==> config.mk <==
export PLATFORM = sky130hd
export DESIGN_NAME = mem_wb_skid_stage
export DESIGN_NICKNAME = d
export VERILOG_FILES = /design/src/rtl/mem_wb_skid_stage.sv
export SDC_FILE = /design/constraint.sdc
export NUM_CORES = 1
export LEC_CHECK = 0
export ABC_AREA = 1
export ABC_CLOCK_PERIOD_IN_PS = 3450
export CAP_MARGIN = 20
export CORE_UTILIZATION = 55
export CTS_BUF_LIST = sky130_fd_sc_hd__clkbuf_16
export DETAILED_ROUTE_END_ITERATION = 8
export DONT_BUFFER_PORTS = 1
export PLACE_DENSITY = 0.8
export SLEW_MARGIN = 5
export SYNTH_ARGS = -nofsm -noshare
export SYNTH_HDL_FRONTEND = slang
export SYNTH_SLANG_ARGS = --single-unit
==> constraint.sdc <==
create_clock -name Clk -period 3.45 [get_ports Clk]
set_input_delay 0.5175 -clock Clk [delete_from_list [all_inputs] [get_ports Clk]]
set_output_delay 0.5175 -clock Clk [all_outputs]
set_load 0.05 [all_outputs]
==> src/rtl/mem_wb_skid_stage.sv <==
`timescale 1ns/1ps
// MEM->WB register with a 2-entry skid buffer (SKID_EN=1) or a single entry (SKID_EN=0); 1-cycle latency when empty.
// Backpressure: SKID_EN=1 gives a registered Ready_MEM (low only when full); SKID_EN=0 gives Ready_MEM = !Valid_WB | Ready_WB.
module mem_wb_skid_stage #(
  parameter int DATA_WIDTH     = 32,
  parameter int REG_ADDR_WIDTH = 5,
  parameter bit SKID_EN        = 1'b1
) (
  input  logic                      Clk,
  input  logic                      Rst_n,
  input  logic                      Flush,
  input  logic                      Valid_MEM,
  output logic                      Ready_MEM,
  input  logic                      RegWrite_MEM,
  input  logic                      MemtoReg_MEM,
  input  logic [DATA_WIDTH-1:0]     Read_Data_MEM,
  input  logic [DATA_WIDTH-1:0]     ALU_Result_MEM,
  input  logic [REG_ADDR_WIDTH-1:0] Write_Register_MEM,
  output logic                      Valid_WB,
  input  logic                      Ready_WB,
  output logic                      RegWrite_WB,
  output logic                      MemtoReg_WB,
  output logic [DATA_WIDTH-1:0]     Read_Data_WB,
  output logic [DATA_WIDTH-1:0]     ALU_Result_WB,
  output logic [REG_ADDR_WIDTH-1:0] Write_Register_WB,
  output logic [DATA_WIDTH-1:0]     Write_Data_WB,
  output logic [1:0]                Occupancy
);

  typedef struct packed {
    logic                      reg_write;
    logic                      mem_to_reg;
    logic [DATA_WIDTH-1:0]     read_data;
    logic [DATA_WIDTH-1:0]     alu_result;
    logic [REG_ADDR_WIDTH-1:0] wr_reg;
  } entry_t;

  // Encoding doubles as the occupancy count.
  typedef enum logic [1:0] {
    ST_EMPTY = 2'd0,
    ST_ONE   = 2'd1,
    ST_FULL  = 2'd2
  } state_t;

  state_t r_state;
  state_t w_state_nxt;
  entry_t r_main;
  entry_t r_skid;
  entry_t w_in_ent;
  logic   w_in;
  logic   w_out;
  logic   w_load_main_in;
  logic   w_load_main_skid;
  logic   w_load_skid;

  assign w_in_ent = {RegWrite_MEM, MemtoReg_MEM, Read_Data_MEM, ALU_Result_MEM, Write_Register_MEM};
  assign w_in     = Valid_MEM & Ready_MEM;
  assign w_out    = Valid_WB & Ready_WB;

  always_ff @(posedge Clk or negedge Rst_n) begin
    if (!Rst_n) begin
      r_state <= ST_EMPTY;
    end else begin
      r_state <= w_state_nxt;
    end
  end

  always_comb begin
    w_state_nxt      = r_state;
    w_load_main_in   = 1'b0;
    w_load_main_skid = 1'b0;
    w_load_skid      = 1'b0;
    if (Flush) begin
      w_state_nxt = ST_EMPTY;
    end else begin
      case (r_state)
        ST_EMPTY: begin
          if (w_in) begin
            w_state_nxt    = ST_ONE;
            w_load_main_in = 1'b1;
          end
        end
        ST_ONE: begin
          if (w_in && w_out) begin
            w_load_main_in = 1'b1;
          end else if (w_in) begin
            w_state_nxt = ST_FULL;
            w_load_skid = 1'b1;
          end else if (w_out) begin
            w_state_nxt = ST_EMPTY;
          end
        end
        ST_FULL: begin
          if (w_out) begin
            w_state_nxt      = ST_ONE;
            w_load_main_skid = 1'b1;
          end
        end
        default: w_state_nxt = ST_EMPTY;
      endcase
    end
  end

  always_ff @(posedge Clk or negedge Rst_n) begin
    if (!Rst_n) begin
      r_main <= '0;
      r_skid <= '0;
    end else begin
      if (w_load_main_in) begin
        r_main <= w_in_ent;
      end else if (w_load_main_skid) begin
        r_main <= r_skid;
      end
      if (w_load_skid) begin
        r_skid <= w_in_ent;
      end
    end
  end

  // Registered ready breaks the Ready_WB -> Ready_MEM timing path.
  generate
    if (SKID_EN) begin : g_skid
      logic r_ready_mem;
      always_ff @(posedge Clk or negedge Rst_n) begin
        if (!Rst_n) begin
          r_ready_mem <= 1'b1;
        end else begin
          r_ready_mem <= (w_state_nxt != ST_FULL);
        end
      end
      assign Ready_MEM = r_ready_mem;
    end else begin : g_single
      assign Ready_MEM = ~Valid_WB | Ready_WB;
    end
  endgenerate

  assign Valid_WB          = (r_state != ST_EMPTY);
  assign RegWrite_WB       = r_main.reg_write & Valid_WB;
  assign MemtoReg_WB       = r_main.mem_to_reg;
  assign Read_Data_WB      = r_main.read_data;
  assign ALU_Result_WB     = r_main.alu_result;
  assign Write_Register_WB = r_main.wr_reg;
  assign Write_Data_WB     = r_main.mem_to_reg ? r_main.read_data : r_main.alu_result;
  assign Occupancy         = r_state;

endmodule
## Word level (Yosys, flattened, before mapping)

Cells that the tools add are included.

| word-level totals | value |
|---|---|
| register bits | 145 |
| bits of input ports | 76 |
| output and inout bits | 107 |
| logic and storage cells | 42 |

| operators by class | value |
|---|---|
| eq/ne operators | 3 |
| muxes and demuxes | 20 |
| bitwise operators | 3 |
| reductions and logical operators | 4 |

Operator list:

| cell | number |
|---|---|
| 71-bit 2-to-1 mux | 2 |
| 32-bit 2-to-1 mux | 1 |
| 2-bit 2-to-1 mux | 6 |
| 1-bit 2-to-1 mux | 9 |
| 2-bit case mux with 3 select lines | 1 |
| 2-bit nonzero test | 2 |
| 1-bit bitwise AND | 3 |
| 2-bit by 1-bit == test with 1-bit output (second input constant) | 1 |
| 2-bit == test (second input constant) | 1 |
| 2-bit zero test | 1 |
| 2-bit inequality test (second input constant) | 1 |
| 1-bit case mux with 2 select lines | 1 |
| 1-bit logical AND | 1 |

## Logic depth before layout (Yosys ltp)

| depth | value |
|---|---|
| depth after elaboration | 8 |
| gate-level depth with buffers | 8 |

## Worst setup path before layout

Ideal clock, no wire load.

| timing path | value |
|---|---|
| path type | register to output |
| start | reg r_main, in the netlist MemtoReg_WB |
| end | out Write_Data_WB[22] |
| data arrival time | 1700 ps |
| required time | 2932 ps |
| slack | 1232 ps |
| cell stages (with the launch flop) | 4 |
| path buffers | 2 |
| path through | dfrtp_1 -> clkbuf_1 -> clkbuf_1 -> mux2_2 |

| on the way | value |
|---|---|
| cells in the longest elaborated chain, start to end | 1 |

RTL lines:

| item | RTL line | RTL |
|---|---|---|
| start: declaration | 47 | `entry_t r_main;` |
| start signal: assignment | 110 | `r_main <= w_in_ent;` |
| start signal: assignment | 112 | `r_main <= r_skid;` |
| 32-bit 2-to-1 mux | 143 | `assign Write_Data_WB = r_main.mem_to_reg ? r_main.read_data : r_main.alu_result;` |
| end: declaration | 26 | `output logic [DATA_WIDTH-1:0] Write_Data_WB,` |

Every way passes these cells.

## Worst setup path after layout

| timing path | value |
|---|---|
| start | reg r_state[0] (netlist: Occupancy[0]) |
| end | out RegWrite_WB |

| on the way | value |
|---|---|
| cells in the longest elaborated chain, start to end | 2 |

RTL lines:

| item | RTL line | RTL |
|---|---|---|
| start: declaration | 45 | `state_t r_state;` |
| start signal: assignment | 64 | `r_state <= w_state_nxt;` |
| 2-bit nonzero test | 137 | `assign Valid_WB = (r_state != ST_EMPTY);` |
| 1-bit bitwise AND | 138 | `assign RegWrite_WB = r_main.reg_write & Valid_WB;` |
| end: declaration | 21 | `output logic RegWrite_WB,` |

Every way passes these cells.

==> implementation parameters <==
Parameter                              Value

Run status
  Outcome ... finished with violations
  Violations in the final reports ... negative hold slack

Timing
  Slew at the pin closest to its max-slew limit ... 901 ps
  Final hold violation count ... 144
  Setup clock skew after layout ... 6.30 ps
  Tightest hold margin ... -205 ps
  Fin. max-slew vios ... 0
  Total Negative Setup Slacks ... 0 ps
  Number of setup violations in the final report ... 0
  Setup repair after global routing missed its margin ... false
  Post-route minimum period ... 2550 ps
  Peak Freq ... 0.393 GHz
  Worst slew margin relative to its limit ... 39.9%
  Tcrit/Tclk final ... 73.8%

Setup path
  Maximum cell stage delay along the critical path ... 790 ps
  Data arrival time at the worst-slack endpoint ... 2030 ps
  CP Launch Point ... Occupancy[0]
  Critical path start-end classification ... reg -> out
  Cell-by-cell listing of the critical path ... nor2_1 > nor2_1
  Worst EP required ... 2930 ps
  Worst path slowest cell ... dfrtp_1
  Number of buffer and inverter instances along the worst setup path ... 0
  Worst-path maximum fanout ... 6
  Critical Path Sink Type ... primary output
  Largest delay share family, worst path ... simple AND/OR/NAND/NOR gates
  Type of origin of the critical path ... register
  Worst R2R Start ... Ready_MEM
  CP dominant cell by count ... nor2_1

Finish
  Share of final-layout standard cells stronger than drive strength 1 ... 8.91%
  FILL cells ... 1,214
  Diode count ... 0
  Area Overhead vs Synth ... 0.912%
  Finished Cell Area ... 0.00775 sq mm
  Number of nets in the layout ... 950

GRT
  Number of global-route vias before repair ... 5,652
  All-Layer GR Usage ... 25.9%
  Pin count of the biggest net entering global routing ... 146
  Congestion Overflow GR ... 0
  Initial antenna violation count ... 0
  Wire length of the first global-routing pass ... 29.0 mm

CTS
  Insertion delay to the later sink of the worst-skew pair ... 420 ps
  Clock tree root driver cell ... clkbuf_16
  CTS tree ... yes
  Htree depth ... 4
  Buffers inserted by post-CTS timing repair ... 0
  Clock slew at the register clock pins of the worst setup and hold paths ... 60 ps
  Post-cts gate resize count ... 0
  Number of sinks on the clock net ... 145
  Maximum buffer depth of the clock tree ... 2
  Clock buffer count from CTS ... 17

Logic synthesis
  Netlist Area Pre-Place ... 0.00768 sq mm
  Synthesized instance count ... 973
  Number of different library cells in the post-synthesis netlist ... 20
  Post-synthesis cell type with the largest combined area ... dfrtp_1
  Mean post-synth cell area ... 7.90 sq um
  Most used standard cell by instance count after synthesis ... nand2_1
  Share of synthesized flip-flops with an asynchronous set or reset ... 100%
  Most frequent cells after synthesis ... 286 x nand2_1, 147 x inv_1, 144 x dfrtp_1
  Sequential-to-total area share from yosys stat ... 47.2%
  Synth Warn # ... 0
  #FFs+latches synth ... 145
  Area share of the largest cell type after synthesis ... 46.9%
  Largest cells by area after synthesis ... dfrtp_1 47%, nand2_1 14%, buf_4 7.4%
  Number of flops mapped to enable cells by yosys ... 0
  Synthesized Nets ... 1,049
  Dominant synthesized flop cell ... dfrtp_1

Drt
  Wire length per cell ... 16.8 um
  Top sig layer ... met4
  Vias per cell ... 5.56
  Initial DRC count ... 397
  Sum of met3 wire segment lengths after detailed routing ... 1.32 mm
  Total wirelength of the detailed-routed design ... 17.9 mm
  Met2 wirelength from detailed routing ... 8.53 mm
  Initial DRT Pass Iterations ... 5
  Routed length on met1 ... 7.75 mm
  Routed Antenna Nets ... 0
  Remaining DRCs ... 0
  Via count ... 5,910

Min path
  Hold crit path type ... in -> async

Die
  Placement Rows ... 42
  Die area ... 0.0144 sq mm
  Die Height ... 120 um
  Horiz. Die Dim ... 120 um
  Initial standard-cell utilization of the core ... 57.1%
  Core region area ... 0.0135 sq mm
  Ports ... 183

Place
  Input/output buffers ... 0
  Half-perimeter wire length after placement ... 10.7 mm
  Weighted congestion reported at the end of routability-driven placement ... 0.769
  Placed instance area ... 0.00724 sq mm

Flow run
  Maximum capacitance violations ... 0

Power and ir drop
  Power per unit of standard cell area ... 824 mW/mm^2
  Maximum VDD drop ... 505 uV
  Leakage ... 4.27 nW
logic make-up after synthesis:
kind of cell           Yosys count  share of synthesized area, %
buffers and inverters          281                          17.8
flip-flops                     145                          47.2
multiplexers                    32                          4.69
AO/OA/AOI/OAI                   74                          4.82
AND/OR/NAND/NOR                441                          25.4
per-stage QoR:
step / hold slack, ps / total power, W / util (%) / setup slack (ps) / std cells
global placement: 228 / 0.00472 / 53.8 / 1180 / 1031
detailed placement: 226 / 0.00478 / 53.8 / 1100 / 1031
finish: -205 / 0.00639 / 57.6 / 904 / 1063
floorplan: 222 / 0.00482 / - / 1230 / 973
CTS: -223 / 0.00642 / 57.6 / 886 / 1063
global route: -224 / 0.00671 / 57.6 / 831 / 1063
registers in the layout, summed over array words and instances, names as in the netlist:
register and flops:
ALU_Result_WB 32, MemtoReg_WB 1, Occupancy 2, Read_Data_WB 32, Ready_MEM 1, Write_Register_WB 5
r_main 1, r_skid 71
final timing paths:
kind | slack, ps | cells after the start | end
min reg2reg | 480 | 2 | r_skid[22]
max reg2reg | 1050 | 7 | ALU_Result_WB[12]
min in group Clk | 240 | 2 | Occupancy[0]
max in group asynchronous | 3340 | 0 | r_skid[23]
max | 900 | 2 | RegWrite_WB
min | -210 | 0 | Read_Data_WB[21]
cell type report:
type | instances | area (sq um) | share of cell area, %
Clock inverter | 15 | 90.1 | 1.16
Clock buffer | 17 | 425 | 5.49
Timing Repair Buffer | 13 | 123 | 1.58
Inverter | 150 | 563 | 7.26
Sequential cell | 145 | 3630 | 46.8
Tap cell | 176 | 220 | 2.84
Multi-Input combinational cell | 547 | 2700 | 34.8
layer usage:
| metal | up-vias | global-route usage, % |
|---|---|---|
| met3 | 25 | 7.12 |
| met1 | 2825 | 34.2 |
| li1 | 2811 | - |
| met5 | - | 0 |
| met2 | 249 | 41.1 |
| met4 | 0 | 8.83 |
layout by cell type (no fill, tap or decap):
cell type,synthesis,final
clkinv_2,0,6
a21oi_1,1,1
nand4_1,71,71
inv_2,3,3
nand4_4,0,1
nand3_4,0,1
buf_12,0,2
dfrtp_2,0,1
buf_4,76,11
inv_1,147,153
clkinv_1,0,2
o21ai_0,72,72
clkbuf_16,0,17
nor2_4,1,1
bufinv_16,0,1
nand2_1,286,285
mux2_2,32,32
nand3_1,76,76
nor2_1,4,4
dfrtp_1,144,143
o21ai_1,1,1
dfstp_2,1,1
nand2_2,1,2
worst register-to-register path, cell delays in order, from the launching register on:
cell and delay (ps):
dfstp_2 690, nand2_1 170, inv_2 110, buf_4 350
buf_4 530, nand4_1 210, nand3_1 150, nand2_1 60
report_power, final:
group	switching (W)	internal [W]
logic	0.00105	0.000444
registers	0.00114	0.00212
clock network	0.000676	0.000959
total	0.00287	0.00352
(Power assumes the default switching activity.)
